$ cat src/rtl/seq_det_pkg.sv
// Shared definitions for the serial pattern detector.
//   ST_IDLE / ST_LOAD / ST_DETECT : one-hot controller state codes
//   idx_width()                   : counter width able to hold 0..n inclusive
package seq_det_pkg;

   typedef logic [2:0] state_t;

   localparam state_t ST_IDLE   = 3'b001;
   localparam state_t ST_LOAD   = 3'b010;
   localparam state_t ST_DETECT = 3'b100;

   // Counters must reach the value n itself (e.g. fill == PAT_W), hence n+1.
   function automatic int idx_width(input int n);
      return $clog2(n + 1);
   endfunction

endpackage

$ cat src/rtl/seq_match_cmp.sv
// Masked equality compare of the candidate history window against the pattern.
//   i_hist    : candidate window, bit 0 = oldest received bit
//   i_pattern : stored pattern, bit 0 = first loaded bit
//   i_mask    : 1 = don't care for that bit position
//   o_eq      : 1 when every unmasked bit agrees
module seq_match_cmp #(
   parameter int W = 8
) (
   input  logic [W-1:0] i_hist,
   input  logic [W-1:0] i_pattern,
   input  logic [W-1:0] i_mask,
   output logic         o_eq
);

   assign o_eq = (((i_hist ^ i_pattern) & ~i_mask) == '0);

endmodule

$ cat src/rtl/seq_det_param.sv
// Parametrised serial pattern detector.
//   clk, rst            : clock, synchronous active-high reset
//   load                : request/hold serial pattern load; drop mid-load to abort
//   din_valid, din      : qualified serial bit stream (pattern source and search stream)
//   ovl_mode            : 1 = overlapping matches, 0 = non-overlapping
//   mask_in             : don't-care mask, captured when a load completes
//   dout                : registered one-cycle match pulse
//   match_cnt           : saturating match count, cleared on load completion
//   busy                : high while loading
//   pat_valid           : high while a complete pattern is held
module seq_det_param
   import seq_det_pkg::*;
#(
   parameter int PAT_W = 8,
   parameter int CNT_W = 8
) (
   input  logic             clk,
   input  logic             rst,
   input  logic             load,
   input  logic             din_valid,
   input  logic             din,
   input  logic             ovl_mode,
   input  logic [PAT_W-1:0] mask_in,
   output logic             dout,
   output logic [CNT_W-1:0] match_cnt,
   output logic             busy,
   output logic             pat_valid
);

   localparam int               IW      = idx_width(PAT_W);
   localparam logic [IW-1:0]    FULL    = IW'(PAT_W);
   localparam logic [IW-1:0]    LAST    = IW'(PAT_W - 1);
   localparam logic [CNT_W-1:0] CNT_MAX = '1;

   state_t           r_state;
   state_t           w_state_n;
   logic [PAT_W-1:0] r_pattern;
   logic [PAT_W-1:0] r_mask;
   // Only the newest PAT_W-1 bits are kept: the oldest bit of the window
   // is always shifted out before it could take part in a compare.
   logic [PAT_W-2:0] r_tail;
   logic [IW-1:0]    r_idx;
   logic [IW-1:0]    r_fill;
   logic             r_dout;
   logic [CNT_W-1:0] r_cnt;
   logic             r_pat_valid;

   logic [PAT_W-1:0] w_hist_n;
   logic [IW-1:0]    w_fill_n;
   logic             w_eq;
   logic             w_match;
   logic             w_load_last;
   logic             w_busy;

   assign w_hist_n    = {din, r_tail};
   assign w_fill_n    = (r_fill == FULL) ? FULL : r_fill + IW'(1);
   assign w_match     = (w_fill_n == FULL) && w_eq;
   assign w_load_last = (r_idx == LAST);

   seq_match_cmp #(.W(PAT_W)) u_cmp (
      .i_hist    (w_hist_n),
      .i_pattern (r_pattern),
      .i_mask    (r_mask),
      .o_eq      (w_eq)
   );

   // State register
   always_ff @(posedge clk) begin
      if (rst) r_state <= ST_IDLE;
      else     r_state <= w_state_n;
   end

   // Next-state logic; abort (load dropped) wins over a same-cycle last bit
   always_comb begin
      w_state_n = r_state;
      case (r_state)
         ST_IDLE: begin
            if (load)             w_state_n = ST_LOAD;
            else if (r_pat_valid) w_state_n = ST_DETECT;
         end
         ST_LOAD: begin
            if (!load)                         w_state_n = ST_IDLE;
            else if (din_valid && w_load_last) w_state_n = ST_IDLE;
         end
         ST_DETECT: begin
            if (load) w_state_n = ST_LOAD;
         end
         default: w_state_n = ST_IDLE;
      endcase
   end

   // Output logic
   always_comb begin
      w_busy = (r_state == ST_LOAD);
   end

   // Datapath: pattern shifter, history, fill counter, output registers
   always_ff @(posedge clk) begin
      if (rst) begin
         r_pattern   <= '0;
         r_mask      <= '0;
         r_tail      <= '0;
         r_idx       <= '0;
         r_fill      <= '0;
         r_dout      <= 1'b0;
         r_cnt       <= '0;
         r_pat_valid <= 1'b0;
      end else begin
         r_dout <= 1'b0;
         case (r_state)
            ST_IDLE: begin
               if (load) begin
                  r_idx       <= '0;
                  r_pat_valid <= 1'b0;
               end
            end
            ST_LOAD: begin
               if (load && din_valid) begin
                  for (int k = 0; k < PAT_W; k++)
                     if (r_idx == IW'(k)) r_pattern[k] <= din;
                  r_idx <= r_idx + IW'(1);
                  if (w_load_last) begin
                     r_mask      <= mask_in;
                     r_pat_valid <= 1'b1;
                     r_tail      <= '0;
                     r_fill      <= '0;
                     r_cnt       <= '0;
                  end
               end
            end
            ST_DETECT: begin
               // A reload overwrites the pattern, so it stops being valid now.
               if (load) begin
                  r_idx       <= '0;
                  r_pat_valid <= 1'b0;
               end else if (din_valid) begin
                  r_tail <= w_hist_n[PAT_W-1:1];
                  if (w_match) begin
                     r_dout <= 1'b1;
                     if (r_cnt != CNT_MAX) r_cnt <= r_cnt + CNT_W'(1);
                     r_fill <= ovl_mode ? w_fill_n : '0;
                  end else begin
                     r_fill <= w_fill_n;
                  end
               end
            end
            default: ;
         endcase
      end
   end

   assign dout      = r_dout;
   assign match_cnt = r_cnt;
   assign busy      = w_busy;
   assign pat_valid = r_pat_valid;

endmodule
$ cat config.mk
export PLATFORM = sky130hd
export DESIGN_NAME = seq_det_param
export DESIGN_NICKNAME = d
export VERILOG_FILES = /design/src/rtl/seq_det_pkg.sv /design/src/rtl/seq_match_cmp.sv /design/src/rtl/seq_det_param.sv
export SDC_FILE = /design/constraint.sdc
export NUM_CORES = 1
export LEC_CHECK = 0
export BUFFER_PORTS_ARGS = -buffer_cell sky130_fd_sc_hd__buf_2
export CORE_ASPECT_RATIO = 1.5
export CORE_MARGIN = 4
export CORE_UTILIZATION = 57
export DETAILED_ROUTE_END_ITERATION = 6
export PLACE_DENSITY = 0.8
export SLEW_MARGIN = 20
export SYNTH_ARGS = -nofsm -noshare
export SYNTH_HDL_FRONTEND = slang
export SYNTH_SLANG_ARGS = --single-unit
$ cat constraint.sdc
create_clock -name clk -period 2.61 [get_ports clk]
set_input_delay 0.261 -clock clk [delete_from_list [all_inputs] [get_ports clk]]
set_output_delay 0.261 -clock clk [all_outputs]
set_load 0.005 [all_outputs]
==> metrics.txt <==
CTS tree=done; number of distinct library cells after synthesis=47; fraction of the cycle the final worst path needs=85.2%; worst slack, placed=0.384 ns; Chip Height=83.5 microns; Hold Vio Cnt, Final=0; total number of vias=1,964; first-pass GRT wire length=8.34 mm; Area Overhead vs Synth=12.0%; # IOs=25; detailed router's first-iteration violation count=87; Least-Margin Pin Slew=0.793 ns; element type at the critical path end=register; H-tree level count=2; CTS sink cnt=44; DRC Markers=0; post-CTS resize count=0; Slew Viols, Final=0; count of final setup violators=0; number of filler cells placed in the layout=354; number of nets in the finished design=314; number of standard cells in the layout, taps in and fillers out=336; worst vdd rail ir drop=0.426 mV; HPWL after detailed placement=3.46 mm; post-DR wirelength/cell=14.3 microns; maximum count of clock buffers along a single path=2; Clock Skews=0.00450 ns; Highest Clock Rate=0.450 GHz; met3 global-route usage=4.64%; initial cell density of the core=58.8%; number of diodes added for antenna fixing=0; run status=completed; synthesized area per cell=8.05 sq um; GRT Util Overall=21.6%; number of buffer cells added on primary ports=24; required time of the critical path=2.77 ns; Seq cells post-synth=44; placed instance count=329; number of instances in the synthesized netlist=269; static power due to leakage=0.000889 uW; Clock Power Share=37.1%; number of nets in the synthesized netlist=290; cell internal pwr=947 uW; final weighted congestion in routability-driven placement=0.873; share of power burned in combinational logic=7.1%; GR met1 Demand/Resource=25.0%; antenna violations before repair=0; final critical path time including I/O delays and setup=2.22 ns; unrepaired setup endpoints after global routing=false; async set-or-reset flop fraction in the synthesized netlist=0%; switching share of power=23.6%; Clk Tree Root Cell=sky130_fd_sc_hd__clkbuf_8; setup fix buffers added after clock tree synthesis=0; clock slew at the register clock pins of the worst setup and hold paths=0.07 ns; die footprint=0.00487 sq mm; detailed-routing iteration count for the pre-antenna-repair pass=4; via count normalized by instance count=5.85; sequential share of power=55.8%; post-route ant nets=0; Worst-Skew Late Latency=0.30 ns; critical path start-end classification=reg -> reg; number of rows created at floorplan=27; commonest register cell after synthesis=sky130_fd_sc_hd__dfxtp_1; total global routing overflow=0; sw power=292 uW; max capacitance violation total=0; number of enable flip-flop cells after synthesis=0; Worst Path Arrival=2.39 ns; setup slack after layout=0.387 ns; final routed wirelength across all metal layers=4.81 mm; die outline width=58.3 microns; mapped cell area=0.00216 sq mm; count of warnings emitted by yosys=0; busiest grt layer=met2; vias in the first global route=1,867; Critical Path Start Type=register; number of hold-repair buffers added at the cts stage=0; met2 track utilization from global routing=37.2%; Max transition margin=47.1%; maximum number of pins on one net before global-route repair=46; crit path max fanout=7; type of the worst min-delay path=in -> reg; share of final-layout standard cells stronger than drive strength 1=14.0%; Pwr Density=511 mW/mm^2; CORE AREA=0.00368 sq mm; share of synthesized area occupied by flip-flops and latches=40.7%; clock buffers created by TritonCTS=5; final-layout setup total negative slack=0 ns; Overall Power=1240 uW
[worst max-delay path, cell delays in order, from the launching register on]
cell	delay (ns)
sky130_fd_sc_hd__dfxtp_1	0.44
sky130_fd_sc_hd__inv_1	0.07
sky130_fd_sc_hd__ha_1	0.31
sky130_fd_sc_hd__a221o_1	0.28
sky130_fd_sc_hd__a211o_1	0.29
sky130_fd_sc_hd__o31ai_2	0.54
sky130_fd_sc_hd__a31oi_1	0.15
[state kept, by name (all words and copies together), names as in the netlist]
| name | cells |
|---|---|
| r_pattern | 8 |
| r_idx | 4 |
| r_mask | 8 |
| pat_valid | 1 |
| match_cnt | 8 |
| r_fill | 4 |
| r_tail | 7 |
| dout | 1 |
| r_state | 3 |
[layer usage]
metal / vias to the layer above / wire, microns
met5: - / 0
met4: 0 / 94
met3: 9 / 146
met2: 27 / 2640
met1: 920 / 1930
li1: 1008 / -
[power by group through the flow]
stage	clock [uW]	combinational [uW]	sequential, uW
after floorplan	0	67.2	701
after global placement	0	87.2	707
after detailed placement	0	87.1	707
after CTS	471	87.8	691
after global routing	502	99.5	692
final	459	88.1	691
[layout by cell type, fill, tap and decap left out, drive strengths merged, types with 4 or more instances in the layout]
cell    netlist  layout
a21oi        27      27
a31oi         7       7
a41oi         6       6
buf           2      30
clkbuf       11       7
dfxtp        44      44
ha            7       7
inv           8       8
nand2        49      49
nand3        19      19
nand4         4       4
nor2         22      22
nor2b         4       4
nor3          4       4
o21ai         4       4
xnor2         9       9
[cells in the mapped netlist, drive strengths merged, types with 2 or more instances]
| master | n | share of area (%) |
|---|---|---|
| inv | 8 | 1.4 |
| a211oi | 3 | 1.0 |
| ha | 7 | 4.0 |
| xnor2 | 9 | 4.0 |
| a41oi | 6 | 2.4 |
| o22ai | 3 | 0.87 |
| o21ai | 4 | 0.92 |
| buf | 2 | 0.69 |
| nand2 | 49 | 8.5 |
| nor2b | 4 | 1.2 |
| xor2 | 2 | 0.81 |
| nand4 | 4 | 1.2 |
| nand2b | 2 | 0.58 |
| nor3 | 4 | 0.92 |
| nor4 | 3 | 0.87 |
| or3 | 2 | 0.58 |
| clkbuf | 11 | 1.9 |
| nor2 | 22 | 3.8 |
| and3 | 3 | 0.87 |
| nand3 | 19 | 4.4 |
| or4 | 2 | 0.87 |
| a31oi | 7 | 2.0 |
| mux2i | 3 | 1.4 |
| dfxtp | 44 | 41 |
| a21oi | 27 | 6.2 |
[cells by family after synthesis]
family	Yosys count	synth area share, %
compound gates	61	18.2
flops	44	40.7
xor+xnor	11	4.80
mux	3	1.39
simple gates	122	26.9
buf+inv	21	3.99
fa+ha+maj	7	4.05
[cell type report]
type                       count  area (sq um)  share of cell area (%)
timing repair buffer          30           165                    6.81
tap                           43          53.8                    2.22
clock buffer                   7          96.3                    3.98
inverter                       8          30.0                    1.24
sequential                    44           881                    36.3
multi-input combinational    204          1200                    49.4
[stage by stage]
step                      instance area [sq um]  util, %  hold slack [ns]
final                                      2420     65.8            0.193
after global routing                       2420     65.8            0.197
after CTS                                  2420     65.8            0.184
after detailed placement                   2330     63.2            0.449
after global placement                     2330     63.2            0.443
after floorplan                            2160        -            0.397
[worst paths after layout]
check,start,endpoint,slack (ns),depth (start not counted)
max,r_fill[0],match_cnt[7],0.39,6
min,mask_in[5],r_mask[5],0.19,3
max reg2reg,r_fill[0],match_cnt[7],0.39,6
min reg2reg,r_mask[0],r_mask[0],0.46,2
(Power assumes the default switching activity.)
